**config.mk**
```make
export PLATFORM = sky130hd
export DESIGN_NAME = dcache_wbuf_axi
export DESIGN_NICKNAME = d
export VERILOG_FILES = /design/src/rtl/dcache_wbuf_axi_pkg.sv /design/src/rtl/dcache_wbuf_axi.sv
export SDC_FILE = /design/constraint.sdc
export NUM_CORES = 1
export LEC_CHECK = 0
export BUFFER_PORTS_ARGS = -buffer_cell sky130_fd_sc_hd__buf_2
export CAP_MARGIN = 20
export CORE_AREA = 2 2 253 255
export DETAILED_ROUTE_END_ITERATION = 16
export DIE_AREA = 0 0 255 257
export HOLD_SLACK_MARGIN = 0.06
export MAX_ROUTING_LAYER = met4
export PLACE_DENSITY_LB_ADDON = 0.12
export REMOVE_ABC_BUFFERS = 1
export SKIP_CTS_REPAIR_TIMING = 1
export SLEW_MARGIN = 15
export SYNTH_ARGS = -nofsm -noshare
export SYNTH_HDL_FRONTEND = slang
export SYNTH_SLANG_ARGS = --single-unit
```
**constraint.sdc**
```tcl
create_clock -name clk -period 16.7 [get_ports clk]
set_clock_uncertainty 0.1 [all_clocks]
set_input_delay 0.835 -clock clk [delete_from_list [all_inputs] [get_ports clk]]
set_output_delay 0.835 -clock clk [all_outputs]
set_load 0.02 [all_outputs]
```
**src/rtl/dcache_wbuf_axi_pkg.sv**
```systemverilog
// Shared constants and FSM encoding for the D-cache write-back buffer AXI master.
package dcache_wbuf_axi_pkg;

    localparam logic [1:0] AXI_BURST_INCR = 2'b01;
    localparam logic [2:0] AXI_SIZE_4B    = 3'b010;
    localparam logic [1:0] AXI_RESP_OKAY  = 2'b00;

    typedef enum logic [1:0] {
        StIdle = 2'd0,
        StAddr = 2'd1,
        StData = 2'd2,
        StResp = 2'd3
    } wb_state_e;

endpackage

```
**src/rtl/dcache_wbuf_axi.sv**
```systemverilog
// Write-back buffer: holds one victim cache line and writes it out as a single
// AXI INCR burst of 32-bit beats. Optional macro DCACHE_WBUF_BRESP_CHECK_EN
// enables a sticky bus-error flag driven by non-OKAY write responses.
module dcache_wbuf_axi
    import dcache_wbuf_axi_pkg::*;
#(
    parameter int unsigned ADDR_WIDTH = 32,
    parameter int unsigned LINE_WORDS = 16
) (
    input  logic                     clk,
    input  logic                     rst,
    input  logic                     wbuf_we,
    input  logic                     wbuf_reset,
    input  logic [ADDR_WIDTH-1:0]    w_addr,
    input  logic [32*LINE_WORDS-1:0] w_line,
    input  logic                     w_req,
    output logic                     w_rdy,
    output logic                     wrt_finish,
    output logic [ADDR_WIDTH-1:0]    aw_addr,
    output logic [7:0]               aw_len,
    output logic [2:0]               aw_size,
    output logic [1:0]               aw_burst,
    output logic                     aw_valid,
    input  logic                     aw_ready,
    output logic [31:0]              w_data,
    output logic [3:0]               w_strb,
    output logic                     w_last,
    output logic                     w_valid,
    input  logic                     w_ready,
    input  logic [1:0]               b_resp,
    input  logic                     b_valid,
    output logic                     b_ready,
    output logic                     wbuf_err
);

    localparam int unsigned CntW = $clog2(LINE_WORDS);
    localparam int unsigned OffW = $clog2(4 * LINE_WORDS);
    localparam logic [CntW-1:0] LastBeat = CntW'(LINE_WORDS - 1);
    localparam logic [ADDR_WIDTH-1:0] AddrMask =
        ~ADDR_WIDTH'((64'd1 << OffW) - 64'd1);

    wb_state_e               state_q, state_d;
    logic [ADDR_WIDTH-1:0]    addr_q;
    logic [32*LINE_WORDS-1:0] line_q;
    logic [CntW-1:0]          cnt_q;
    logic [CntW+4:0]          bit_idx;
    logic                     capture;
    logic                     accept;
    logic                     resp_done;

    assign capture   = (state_q == StIdle) && wbuf_we;
    assign accept    = (state_q == StIdle) && w_req && !wbuf_we && !rst;
    assign resp_done = (state_q == StResp) && b_valid;
    assign bit_idx   = {cnt_q, 5'd0};

    // State register.
    always_ff @(posedge clk) begin
        if (rst) state_q <= StIdle;
        else     state_q <= state_d;
    end

    // Line buffer: only loaded in IDLE, so it is frozen for the whole burst.
    always_ff @(posedge clk) begin
        if (capture) begin
            addr_q <= w_addr & AddrMask;
            line_q <= w_line;
        end
    end

    // Beat counter: cleared while in ADDR, saturates on the last beat.
    always_ff @(posedge clk) begin
        if (rst) begin
            cnt_q <= '0;
        end else if (state_q == StAddr) begin
            cnt_q <= '0;
        end else if (state_q == StData && w_ready && cnt_q != LastBeat) begin
            cnt_q <= cnt_q + 1'b1;
        end
    end

    // Sticky completion flag; setting wins over a simultaneous clear.
    always_ff @(posedge clk) begin
        if (rst)                       wrt_finish <= 1'b0;
        else if (resp_done)            wrt_finish <= 1'b1;
        else if (wbuf_reset || accept) wrt_finish <= 1'b0;
    end

`ifdef DCACHE_WBUF_BRESP_CHECK_EN
    // Sticky bus error, cleared only by reset.
    always_ff @(posedge clk) begin
        if (rst)                                       wbuf_err <= 1'b0;
        else if (resp_done && b_resp != AXI_RESP_OKAY) wbuf_err <= 1'b1;
    end
`else
    logic unused_bresp;
    assign unused_bresp = ^b_resp;
    assign wbuf_err     = 1'b0;
`endif

    // Next-state and outputs; AXI outputs decode only from registered state.
    always_comb begin
        state_d  = state_q;
        w_rdy    = 1'b0;
        aw_addr  = '0;
        aw_len   = 8'd0;
        aw_size  = 3'd0;
        aw_burst = 2'd0;
        aw_valid = 1'b0;
        w_data   = 32'd0;
        w_strb   = 4'd0;
        w_last   = 1'b0;
        w_valid  = 1'b0;
        b_ready  = 1'b0;
        unique case (state_q)
            StIdle: begin
                if (accept) begin
                    w_rdy   = 1'b1;
                    state_d = StAddr;
                end
            end
            StAddr: begin
                aw_valid = 1'b1;
                aw_addr  = addr_q;
                aw_len   = 8'(LINE_WORDS - 1);
                aw_size  = AXI_SIZE_4B;
                aw_burst = AXI_BURST_INCR;
                if (aw_ready) state_d = StData;
            end
            StData: begin
                w_valid = 1'b1;
                w_strb  = 4'hF;
                w_data  = line_q[bit_idx +: 32];
                w_last  = (cnt_q == LastBeat);
                if (w_ready && cnt_q == LastBeat) state_d = StResp;
            end
            StResp: begin
                b_ready = 1'b1;
                if (b_valid) state_d = StIdle;
            end
            default: state_d = StIdle;
        endcase
    end

endmodule

```
==> flow_metrics.tcl <==
set metrics [dict create \
    status "complete, no violations" \
    cts-root-buf "clkbuf_16" \
    drc_errors 0 \
    worstPathMaxFanout 59 \
    synthCells 1024 \
    grt_util_all_layers_pct 19.0 \
    synth_area_mm2 0.0210 \
    clockBufferDepth 3 \
    synthMuxAreaShare_pct 13.8 \
    p_leak_uw 0.00994 \
    yosys.cell_types.count 36 \
    grt_pass1_vias 13100 \
    die_w_um 255 \
    ios 642 \
    critPathLaunchType "flip-flop" \
    cp_slowest_stage_delay_ns 0.79 \
    hold_path_class "in -> reg" \
    grt_first_pass_wirelength_um 86500 \
    rsz0062_at_grt "no" \
    min_period_ns 4.84 \
    slew_headroom_pct 27.9 \
    vias_per_cell 4.69 \
    post-route-period-util_pct 29.0 \
    dr_total_vias 12100 \
    clkTransAtPathRegs_ns 0.06 \
    cts_buffers 60 \
    die_area_mm2 0.0655 \
    clock_latency_ns 0.59 \
    crit_chain "buf_4, buf_4, mux4_2, a22oi_1, o31ai_1, buf_2" \
    gr-total-overflow 0 \
    ant_nets 0 \
    layout-drive-gt1-share_pct 54.1 \
    grt_max_degree 182 \
    hpwl_um 42300 \
    synth_xor_area_share_pct 0.0834 \
    synth_seq_cells 545 \
    dominantRegCellSynth "edfxtp_1" \
    yosysTopAreaCell "edfxtp_1" \
    peakVddDrop_mv 0.109 \
    regToRegSetupSlack_ns 12.14 \
    tightest_slew_ns 1.08 \
    cts_sinks 545 \
    die_h_um 257 \
    slew_violations 0 \
    layout.nets 2213 \
    start_util_pct 33.5 \
    ys.warnings.count 0 \
    synth_most_common_cell "edfxtp_1" \
    synth_top_area_share_pct 77.0 \
    port_buffers 619 \
    place_congestion 0.818 \
    crit_path_start "cnt_q[1]$_SDFFE_PP0P_" \
    cpMostUsedCell "buf_4" \
    synthTopCellsByCount "538 x edfxtp_1, 128 x mux2_2, 64 x mux4_2, 64 x o22ai_1" \
    htreeDepth 2 \
    fin_area_mm2 0.0268 \
    hp-start "w_line[183]" \
    hold_viol_final 0 \
    required_ns 15.77 \
    yosys.area_share.simple_pct 1.43 \
    synthToLayoutAreaGrowth_pct 27.7 \
    routedWlPerCell_um 23.9 \
    synthAdderAreaFrac_pct 0.358 \
    wirelength_um 61600 \
    synth_edf_count 538 \
    drt_iter0_drc 672 \
    syn_avg_cell_area_um2 20.5 \
    row_count 92 \
    tritoncts "built" \
    cap_violations 0 \
    antenna_found_initial 25 \
    setup-violations-final 0 \
    dr.pass1.iters 5 \
    synth_compound_area_share_pct 4.51 \
    ys_seq_area_share_pct 77.6 \
    fin_tns_setup_ns 0 \
    async_reset_ff_share_pct 0 \
    p_per_area_mw_per_mm2 141 \
    arrival_ns 3.90 \
    end_kind "output port" \
    cp_slowest_cell "buf_4" \
    fmax_mhz 207 \
    path_class "reg -> out" \
    coreArea_mm2 0.0627 \
    synth_area_leaders "edfxtp_1 77%, mux2_2 6.9%, mux4_2 6.9%" \
    place_area_mm2 0.0249 \
    fill_cells 5752 \
    synth_top_family_by_area "multiplexers" \
    r2r_start "state_q[1]$_SDFFE_PP0P_" \
]
-- critical path: cells and delay by family (launching register included) --
family	cells	cell delay [ns]
buffers and inverters	3	1.64
AOI/OAI and AO/OA	2	0.33
muxes	1	0.40
DFF	1	0.75
-- cells in the final DEF, fill, tap and decap left out, drive strengths merged, types with 6 or more instances in the layout --
| cell type | instances |
|---|---|
| o22ai | 64 |
| diode | 28 |
| mux2 | 128 |
| clkinv | 24 |
| edfxtp | 538 |
| and2 | 27 |
| ha | 6 |
| buf | 637 |
| o31ai | 32 |
| a22oi | 32 |
| clkbuf | 82 |
| dfxtp | 7 |
| conb | 14 |
| mux4 | 64 |
-- metrics by stage --
| stage | power [uW] | util, % | hold WS (ns) | setup slack [ns] | cells |
|---|---|---|---|---|---|
| 6_report | 3780 | 42.7 | 0.300 | 11.86 | 2574 |
| 2_1_floorplan | 2570 | - | 0.420 | 2.81 | 954 |
| 5_1_grt | 3950 | 42.7 | 0.262 | 11.66 | 2571 |
| 4_1_cts | 3830 | 42.6 | 0.250 | 11.72 | 2545 |
| 3_5_place_dp | 2600 | 39.7 | 0.465 | 11.65 | 2436 |
| 3_3_place_gp | 2580 | 39.7 | 0.449 | 11.79 | 2436 |
-- sequential cells by signal (all words and copies together), names as in the netlist --
register / flops
addr_q: 26
cnt_q: 4
line_q: 512
state_q: 2
wrt_finish: 1
-- metal layers --
metal / global-route usage [%] / wire length (um) / up-vias
met4: 4.99 / 1110 / 0
met3: 5.39 / 4510 / 80
met5: - / 0 / -
li1: - / - / 5502
met2: 33.0 / 32600 / 425
met1: 21.2 / 23400 / 6059
-- power by group --
group	internal (uW)	leakage, uW	switching [uW]
registers	1890	0.00522	70.3
clock network	691	0.000874	526
logic	218	0.00385	379
-- worst paths after layout --
path / endpoint / cells past startpoint
min: line_q[183]$_DFFE_PP_ / 1
max: w_data[24] / 6
max reg2reg: line_q[28]$_DFFE_PP_ / 7
min reg2reg: state_q[0]$_SDFFE_PP0P_ / 2
-- cell families after synthesis --
kind of cell | count (synthesis)
AOI/OAI and AO/OA | 137
xor gates and xnor gates | 2
adders and majority gates | 6
buffers and inverters | 88
DFF | 545
muxes | 193
other | 1
and+or+nand+nor | 52
-- layout make-up --
cell class	count	area (um2)	area share (%)
clock inverter	27	156	0.584
tap	846	1060	3.95
clock buffer	82	1630	6.06
timing repair buffer	637	3270	12.2
multi-input combinational	404	4310	16.1
sequential	545	16300	60.8
antenna	28	70.1	0.261
inverter	5	18.8	0.0700
No activity file was read; power rests on OpenSTA's default activity.
